### src/rtl/bp_pkg.sv
// Shared types for the branch redirect controller: prediction-queue entry
// layout, controller state encoding and the sequential-PC increment.
package bp_pkg;

  localparam int DEF_PC_BITS = 32;
  localparam int PC_INC      = 4;

  typedef enum logic {
    RUN   = 1'b0,
    FLUSH = 1'b1
  } state_t;

  typedef struct packed {
    logic [DEF_PC_BITS-1:0] pc;
    logic                   pred_taken;
    logic [DEF_PC_BITS-1:0] pred_next_pc;
  } pred_entry_t;

endpackage

### src/rtl/pred_queue.sv
// In-order FIFO of fetch-time predictions. Push+pop in one cycle is always
// accepted at full and at empty; at empty the pushed entry is the head.
module pred_queue #(
  parameter int DEPTH = 4,
  parameter int IDX   = 2,
  parameter int WIDTH = 65
) (
  input  logic             clk,
  input  logic             rst,
  input  logic             i_clr,
  input  logic             i_push,
  input  logic             i_pop,
  input  logic [WIDTH-1:0] i_data,
  output logic [WIDTH-1:0] o_head,
  output logic             o_pop_acc,
  output logic [IDX:0]     o_count
);

  logic [WIDTH-1:0] r_mem [DEPTH];
  logic [IDX-1:0]   r_wr;
  logic [IDX-1:0]   r_rd;
  logic [IDX:0]     r_count;
  logic             w_full;
  logic             w_empty;
  logic             w_push_acc;
  logic             w_pop_acc;

  assign w_full     = (r_count == (IDX+1)'(DEPTH));
  assign w_empty    = (r_count == '0);
  assign w_push_acc = i_push && (!w_full || i_pop);
  assign w_pop_acc  = i_pop && (!w_empty || i_push);
  // Empty queue with a same-cycle push: the incoming entry bypasses storage.
  assign o_head     = w_empty ? i_data : r_mem[r_rd];
  assign o_pop_acc  = w_pop_acc;
  assign o_count    = r_count;

  always_ff @(posedge clk or posedge rst) begin
    if (rst) begin
      r_wr    <= '0;
      r_rd    <= '0;
      r_count <= '0;
    end else if (i_clr) begin
      r_wr    <= '0;
      r_rd    <= '0;
      r_count <= '0;
    end else begin
      // NOTE: non-blocking assignments so every register samples pre-edge values.
      if (w_push_acc) r_wr <= r_wr + 1'b1;
      if (w_pop_acc)  r_rd <= r_rd + 1'b1;
      case ({w_push_acc, w_pop_acc})
        2'b10:   r_count <= r_count + 1'b1;
        2'b01:   r_count <= r_count - 1'b1;
        default: r_count <= r_count;
      endcase
    end
  end

  // NOTE: storage is not reset; occupancy alone decides which slots are live.
  always_ff @(posedge clk) begin
    if (w_push_acc && !i_clr) r_mem[r_wr] <= i_data;
  end

endmodule

### src/rtl/branch_redirect_ctrl.sv
// Checks execute-stage branch resolution against queued fetch predictions,
// issues redirects, sequences the flush and keeps accuracy statistics.
module branch_redirect_ctrl
  import bp_pkg::*;
#(
  parameter int PC_BITS      = DEF_PC_BITS,  // must equal DEF_PC_BITS (entry layout)
  parameter int QDEPTH       = 4,
  parameter int QIDX         = 2,
  parameter int FLUSH_CYCLES = 2,
  parameter int CNT_BITS     = 16
) (
  input  logic                clk,
  input  logic                rst,
  input  logic                F_fire,
  input  logic [PC_BITS-1:0]  F_pc_va,
  input  logic                F_BP_taken,
  input  logic [PC_BITS-1:0]  F_BP_target_pc,
  input  logic                EX_fire,
  input  logic                EX_brn,
  input  logic [PC_BITS-1:0]  EX_pc,
  input  logic                EX_true_taken,
  input  logic [PC_BITS-1:0]  EX_alu_out,
  output logic                redirect_valid,
  output logic [PC_BITS-1:0]  redirect_pc,
  output logic                flush,
  output logic                q_full,
  output logic                bp_upd_en,
  output logic                sync_err,
  output logic [CNT_BITS-1:0] stat_branches,
  output logic [CNT_BITS-1:0] stat_mispred
);

  localparam int ENTRY_W = $bits(pred_entry_t);
  localparam int FC_BITS = (FLUSH_CYCLES > 1) ? $clog2(FLUSH_CYCLES) : 1;

  state_t               r_state;
  state_t               w_state_nxt;
  logic [FC_BITS-1:0]   r_fcnt;
  logic [FC_BITS-1:0]   w_fcnt_nxt;
  logic                 w_run;
  pred_entry_t          w_new;
  pred_entry_t          w_head;
  logic                 w_pop_acc;
  logic [QIDX:0]        w_count;
  logic [PC_BITS-1:0]   w_actual_next;
  logic                 w_sync_bad;
  logic                 w_mispred;
  logic                 w_unused_pred_taken;
  logic                 r_redirect_valid;
  logic [PC_BITS-1:0]   r_redirect_pc;
  logic                 r_sync_err;
  logic [CNT_BITS-1:0]  r_stat_branches;
  logic [CNT_BITS-1:0]  r_stat_mispred;

  assign w_run = (r_state == RUN);
  assign w_new = '{pc: F_pc_va, pred_taken: F_BP_taken, pred_next_pc: F_BP_target_pc};

  pred_queue #(
    .DEPTH (QDEPTH),
    .IDX   (QIDX),
    .WIDTH (ENTRY_W)
  ) u_queue (
    .clk       (clk),
    .rst       (rst),
    .i_clr     (w_mispred),
    .i_push    (F_fire && w_run),
    .i_pop     (EX_fire && w_run),
    .i_data    (w_new),
    .o_head    (w_head),
    .o_pop_acc (w_pop_acc),
    .o_count   (w_count)
  );

  // Direction is folded into pred_next_pc, so the stored bit is informational.
  assign w_unused_pred_taken = w_head.pred_taken;

  assign w_actual_next = (EX_brn && EX_true_taken) ? EX_alu_out
                                                   : EX_pc + PC_BITS'(PC_INC);
  assign w_sync_bad    = w_pop_acc && (w_head.pc != EX_pc);
  assign w_mispred     = w_pop_acc && (w_sync_bad || (w_head.pred_next_pc != w_actual_next));

  // NOTE: defaults first so every path assigns every output and no latch forms.
  always_comb begin
    w_state_nxt = r_state;
    w_fcnt_nxt  = r_fcnt;
    case (r_state)
      RUN: begin
        if (w_mispred) begin
          w_state_nxt = FLUSH;
          w_fcnt_nxt  = FC_BITS'(FLUSH_CYCLES - 1);
        end
      end
      FLUSH: begin
        if (r_fcnt == '0) w_state_nxt = RUN;
        else              w_fcnt_nxt  = r_fcnt - 1'b1;
      end
      default: w_state_nxt = RUN;
    endcase
  end

  always_ff @(posedge clk or posedge rst) begin
    if (rst) begin
      r_state <= RUN;
      r_fcnt  <= '0;
    end else begin
      r_state <= w_state_nxt;
      r_fcnt  <= w_fcnt_nxt;
    end
  end

  always_ff @(posedge clk or posedge rst) begin
    if (rst) begin
      r_redirect_valid <= 1'b0;
      r_redirect_pc    <= '0;
      r_sync_err       <= 1'b0;
      r_stat_branches  <= '0;
      r_stat_mispred   <= '0;
    end else begin
      r_redirect_valid <= w_mispred;
      if (w_mispred) r_redirect_pc <= w_actual_next;
      if (w_sync_bad) r_sync_err <= 1'b1;
      if (bp_upd_en && (r_stat_branches != '1)) r_stat_branches <= r_stat_branches + 1'b1;
      if (w_mispred && (r_stat_mispred != '1))  r_stat_mispred  <= r_stat_mispred + 1'b1;
    end
  end

  assign bp_upd_en      = EX_fire && EX_brn && w_run;
  assign flush          = (r_state == FLUSH);
  assign q_full         = (w_count == (QIDX+1)'(QDEPTH));
  assign redirect_valid = r_redirect_valid;
  assign redirect_pc    = r_redirect_pc;
  assign sync_err       = r_sync_err;
  assign stat_branches  = r_stat_branches;
  assign stat_mispred   = r_stat_mispred;

endmodule

### config.mk
export PLATFORM = sky130hd
export DESIGN_NAME = branch_redirect_ctrl
export DESIGN_NICKNAME = d
export VERILOG_FILES = /design/src/rtl/bp_pkg.sv /design/src/rtl/pred_queue.sv /design/src/rtl/branch_redirect_ctrl.sv
export SDC_FILE = /design/constraint.sdc
export NUM_CORES = 1
export LEC_CHECK = 0
export ABC_AREA = 0
export BUFFER_PORTS_ARGS = -buffer_cell sky130_fd_sc_hd__clkbuf_2
export CORE_UTILIZATION = 40
export CTS_BUF_LIST = sky130_fd_sc_hd__clkbuf_8
export CTS_CLUSTER_SIZE = 16
export DETAILED_ROUTE_END_ITERATION = 8
export PLACE_DENSITY_LB_ADDON = 0.3
export SLEW_MARGIN = 25
export SYNTH_ARGS = -nofsm -noshare
export SYNTH_HDL_FRONTEND = slang
export SYNTH_SLANG_ARGS = --single-unit
export TNS_END_PERCENT = 5
### constraint.sdc
create_clock -name clk -period 7 [get_ports clk]
set_clock_uncertainty 0.15 [all_clocks]
set_input_delay 1.05 -clock clk [delete_from_list [all_inputs] [get_ports clk]]
set_output_delay 1.05 -clock clk [all_outputs]
set_load 0.005 [all_outputs]
==> qor.yml, run 1 <==
routing:
  drc: 0
  wirelength_mm: 38.9
  routedWlPerCell_um: 22.5
  num_vias: 9254
  first_pass_iters: 5
  ant_nets: 0
  drtIter0Drc: 678
  drt-vias-per-instance: 5.35
setup_path:
  max_stage_delay_ns: 0.82
  critPathCaptureType: "flop"
  crit_path_max_fanout: 43
  cpMaxStageDelayCell: "dfrtp_4"
  crit_required_ns: 7.10
  critPathTopFamily: "simple AND/OR/NAND/NOR gates"
  timing.critical_path.mode_cell: "buf_4"
  critPathLaunchType: "flop"
  arrival_ns: 5.53
  worst-setup-path-type: "flop to flop"
  path_buf_inv: 3
  crit_chain: "buf_4 -> mux4_2 -> xnor2_1 -> nand2_1 -> nor3_1 -> o32a_1 -> and4_1 -> nand4_1 -> nor4_2 -> nand2b_2 -> buf_4 -> and3_2 -> buf_4"
synth:
  synth_compound_gate_area_share_pct: 2.91
  synthXorXnorAreaFrac_pct: 8.23
  synth_cell_types: 46
  synthArstFlopShare_pct: 22.7
  synth_mux_area_share_pct: 14.0
  netlist_top_cells_count: "edfxtp_1, xnor2_1, dfrtp_1, mux4_2, xor2_1"
  synth_top_area_share_pct: 51.2
  synthAdderAreaFrac_pct: 0.800
  synth.area.top_cells: "edfxtp_1, dfrtp_1, mux4_2, xnor2_1, mux2i_1"
  synthCells: 995
  yosysTopAreaCell: "edfxtp_1"
  synth.avg_cell_area_sq_um: 15.1
  synth_nets: 1139
  synth_warnings: 0
  synth_enable_flop_cells: 256
  synth-simple-area-share_pct: 8.04
  synth_most_common_cell: "edfxtp_1"
  synth_top_family_by_area: "multiplexers"
  ys.flop_type: "edfxtp_1"
  syn_area_sq_mm: 0.0150
  ys_ff_latch: 331
  yosysSeqAreaShare_pct: 63.7
clocking:
  cts-resized-gates: 0
  postCtsSetupBuffers: 0
  clkTransAtPathRegs_ns: 0.06
  cts.sinks: 331
  htreeDepth: 2
  worstSkewPairLatency_ns: 0.64
  numCtsBuffers: 57
  cts-hold-fix-buffers: 0
  ctsRootBufferMaster: "clkbuf_8"
  cts_tree: "built"
  clk_path_buf_depth: 3
timing:
  hold_viol_final: 0
  whs_ns: 0.330
  finalCritPeriodShare_pct: 77.6
  setup_viol: 0
  tightest_slew_ns: 0.855
  fmax_mhz: 184
  setup_tns_ns: 0
  fin_crit_ns: 5.43
  rsz0062_at_grt: "false"
  maxSlewViolCount: 0
  slew_headroom_pct: 43.0
floorplanning:
  initial_core_util_pct: 40.8
  core_sq_mm: 0.0368
  die_h_um: 196
  die-area_sq_mm: 0.0383
  std_cell_rows: 70
  io_pins: 204
  fp.dieW_um: 196
grt:
  grt_antenna_before_repair: 7
  grt_util_all_layers_pct: 20.5
  grt_pass1_vias: 9311
  grt_pass1_wl_mm: 57.5
  grt_max_degree: 76
  grt_overflow: 0
cells_and_area:
  utilization_pct: 47.8
  nNetsFinal: 1358
  fin_cells: 1730
  fillers: 3270
  drive_above_1_share_pct: 30.0
  areaGrowthSynthToFinish_pct: 17.2
power:
  vdd_drop_max_v: 0.000136
  power_density_mw_per_mm2: 312
  cellLeakagePower_nw: 6.54
outcome:
  outcome: "complete, no violations"
worst_hold_path:
  hold_path_class: "flop to flop"
placed_design:
  place_inst: 1623
  gp_congestion: 0.842
  post-dp-hpwl_mm: 27.0
  io_buffer_count: 202
run:
  drv_cap: 0
==> cell families after synthesis <==
| family | Yosys count |
|---|---|
| AOI/OAI and AO/OA | 75 |
| xor gates and xnor gates | 141 |
| adders and majority gates | 9 |
| buffers and inverters | 77 |
| DFF | 331 |
| muxes | 132 |
| and+or+nand+nor | 230 |
==> power breakdown <==
group | switching [mW] | internal [mW] | total [mW]
clock | 0.770 | 0.882 | 1.65
sequential | 0.156 | 2.46 | 2.62
combinational | 0.687 | 0.526 | 1.21
total | 1.61 | 3.87 | 5.48
==> path summary, 6_finish.rpt <==
kind,start,end,slack [ns],depth (start not counted)
setup reg to reg,u_queue.r_rd[0],u_queue.r_mem[2][16],1.57,13
max in group asynchronous,rst,u_queue.r_rd[0],5.68,3
setup / recovery,u_queue.r_rd[0],u_queue.r_mem[2][16],1.57,13
hold reg to reg,r_fcnt,flush,0.33,2
hold / removal,r_fcnt,flush,0.33,2
min in group asynchronous,rst,stat_branches[7],0.44,3
==> metrics by stage <==
stage,area (sq um),power (mW),worst slack [ns]
after floorplan,15000,3.39,1.16
after global placement,16500,3.86,1.02
after detailed placement,16500,3.89,0.966
after CTS,17600,5.55,1.44
after global routing,17600,5.76,1.21
final,17600,5.48,1.57
==> worst register-to-register path: stages (launching register included) <==
cell,delay [ns]
dfrtp_4,0.82
buf_4,0.56
mux4_2,0.58
xnor2_1,0.14
nand2_1,0.14
nor3_1,0.21
o32a_1,0.18
and4_1,0.27
nand4_1,0.19
nor4_2,0.33
nand2b_2,0.17
buf_4,0.47
and3_2,0.29
buf_4,0.47
==> state kept, by name, summed over array words and instances (netlist names) <==
register	cells
u_queue.r_mem	256
redirect_pc	32
stat_branches	16
stat_mispred	16
u_queue.o_count	3
u_queue.r_rd	2
u_queue.r_wr	2
flush	1
r_fcnt	1
redirect_valid	1
sync_err	1
==> final cells by class <==
cell class                 instances  area (sq um)  area share [%]
clock inverter                    41           219            1.24
clock buffer                      62           853            4.85
inverter                          15          57.6           0.327
sequential                       331          9570            54.4
tap                              468           586            3.33
timing repair buffer             222          1180            6.69
antenna                            4          10.0          0.0569
multi-input combinational        587          5120            29.1
==> placed cells by master, fill, tap and decap left out, drive strengths merged, types with 13 or more instances in the layout <==
cell and n:
nor3 17, nand3 29, xor2 50, clkinv 17
dfrtp 75, xnor2 91, nand4 30, mux4 60
nor2 41, mux2i 44, nor4 13, nand2 45
edfxtp 256, clkbuf 264, buf 20, mux2 28
o21ai 40, inv 36
==> per-layer routing <==
layer,global-route usage [%],vias up,wire [um]
li1,-,4228,-
met1,27.6,4620,17200
met2,31.9,332,17900
met3,5.47,68,2580
met4,7.73,6,1160
met5,0,-,45
Power figures use the tool's default switching activity.
==> run 2, diff against run 1 <==
clock period = 4.9 ns   (was 7 ns; I/O delays follow)
==> run 2 against run 1 <==
Effect of this change: cell count grew 1.6%; critical endpoint is now u_queue.r_mem[2][7]; global-route usage increased by 0.53 points; die area is the same; critical path depth decreased by 2; largest cell class unchanged; combinational power increased by 51%.
==> qor.yml, run 2 (synthesized netlist as in run 1, its figures left out) <==
setup_path:
  critPathCaptureType: "flop"
  crit_cells: 11
  max_stage_delay_ns: 0.65
  path_buf_inv: 3
  crit_chain: "buf_12 -> buf_12 -> mux4_2 -> mux2i_1 -> xnor2_1 -> nor4_1 -> nand3_1 -> nor4_2 -> nand2b_2 -> and3_2 -> buf_4"
  arrival_ns: 4.58
  timing.critical_path.mode_cell: "buf_12"
  crit_path_max_fanout: 39
  worst-setup-path-type: "flop to flop"
  critPathTopFamily: "simple AND/OR/NAND/NOR gates"
  crit_required_ns: 5.04
  cpMaxStageDelayCell: "dfrtp_4"
  reg2reg_depth: 11
  critPathLaunchType: "flop"
timing:
  whs_ns: 0.0331
  finalCritPeriodShare_pct: 90.6
  fin_ws_ns: 0.459
  slew_headroom_pct: 49.2
  setup_tns_ns: 0
  fin_crit_ns: 4.44
  setup_viol: 0
  hold_viol_final: 0
  fmax_mhz: 225
  tightest_slew_ns: 0.762
  maxSlewViolCount: 0
  rsz0062_at_grt: "false"
routing:
  drtIter0Drc: 651
  wirelength_mm: 39.9
  first_pass_iters: 6
  routedWlPerCell_um: 22.7
  num_vias: 9460
  drt-vias-per-instance: 5.38
  drc: 0
  ant_nets: 0
clocking:
  worstSkewPairLatency_ns: 0.63
  postCtsSetupBuffers: 0
  cts_tree: "built"
  numCtsBuffers: 53
  clk_path_buf_depth: 3
  htreeDepth: 2
  cts-hold-fix-buffers: 0
  cts-resized-gates: 0
  ctsRootBufferMaster: "clkbuf_8"
  clkTransAtPathRegs_ns: 0.08
  cts.sinks: 331
power:
  total_power_mw: 7.91
  vdd_drop_max_v: 0.000208
  power_density_mw_per_mm2: 440
  cellLeakagePower_nw: 6.73
placed_design:
  gp_congestion: 0.853
  placed_area_sq_mm: 0.0169
  post-dp-hpwl_mm: 28.2
  pre_cts_slack_ns: 0.185
  io_buffer_count: 202
  place_inst: 1657
floorplanning:
  fp.dieW_um: 196
  initial_core_util_pct: 40.8
  std_cell_rows: 70
  io_pins: 204
  die-area_sq_mm: 0.0383
  core_sq_mm: 0.0368
  die_h_um: 196
cells_and_area:
  fillers: 3217
  finalInstanceArea_sq_mm: 0.0180
  areaGrowthSynthToFinish_pct: 19.9
  largest_reg_flops: 256
  fin_cells: 1758
  multi_input_comb_area_sq_mm: 0.00512
  register_area_sq_mm: 0.00957
  final_common_cell: "edfxtp_1"
  nNetsFinal: 1388
  drive_above_1_share_pct: 32.2
  final_cell_mix: "edfxtp_1, clkbuf_2, xnor2_1, dfrtp_1, clkbuf_8"
  utilization_pct: 48.9
  top_register: "u_queue.r_mem"
worst_hold_path:
  hold_path_class: "input pin to asynchronous set/reset pin"
grt:
  grt_pass1_wl_mm: 58.9
  grt_antenna_before_repair: 8
  grt_pass1_vias: 9421
  grt_overflow: 0
  grt_util_all_layers_pct: 21.0
  grt_max_degree: 41
outcome:
  outcome: "complete, no violations"
run:
  drv_cap: 0
run 2: layout make-up:
class,instances,share of cell area (%)
Antenna cell,3,0.0417
Multi-Input combinational cell,587,28.5
Timing Repair Buffer,256,8.84
Inverter,15,0.320
Clock inverter,35,1.09
Sequential cell,331,53.2
Clock buffer,63,4.82
Tap cell,468,3.25
run 2: final timing paths:
path                                      start  slack (ns)              endpoint
worst max-delay path            u_queue.r_rd[0]        0.46   u_queue.r_mem[2][7]
min in group clk                     F_pc_va[3]        0.21  u_queue.r_mem[3][36]
worst min-delay path                        rst        0.03       stat_mispred[2]
worst min register to register           r_fcnt        0.32                 flush
max in group asynchronous                   rst        3.53       u_queue.r_rd[0]
worst max register to register  u_queue.r_rd[0]        0.46   u_queue.r_mem[2][7]
run 2: per-layer routing:
metal  GRT usage (%)  share of wire (%)
met1            28.3                 43
met2            32.4                 46
met3            5.47                7.7
met4            8.91                3.2
met5               0               0.13
run 2: report_power, final:
part / internal (mW) / switching, mW
sequential: 3.51 / 0.208
clock: 1.27 / 1.09
combinational: 0.819 / 1.01
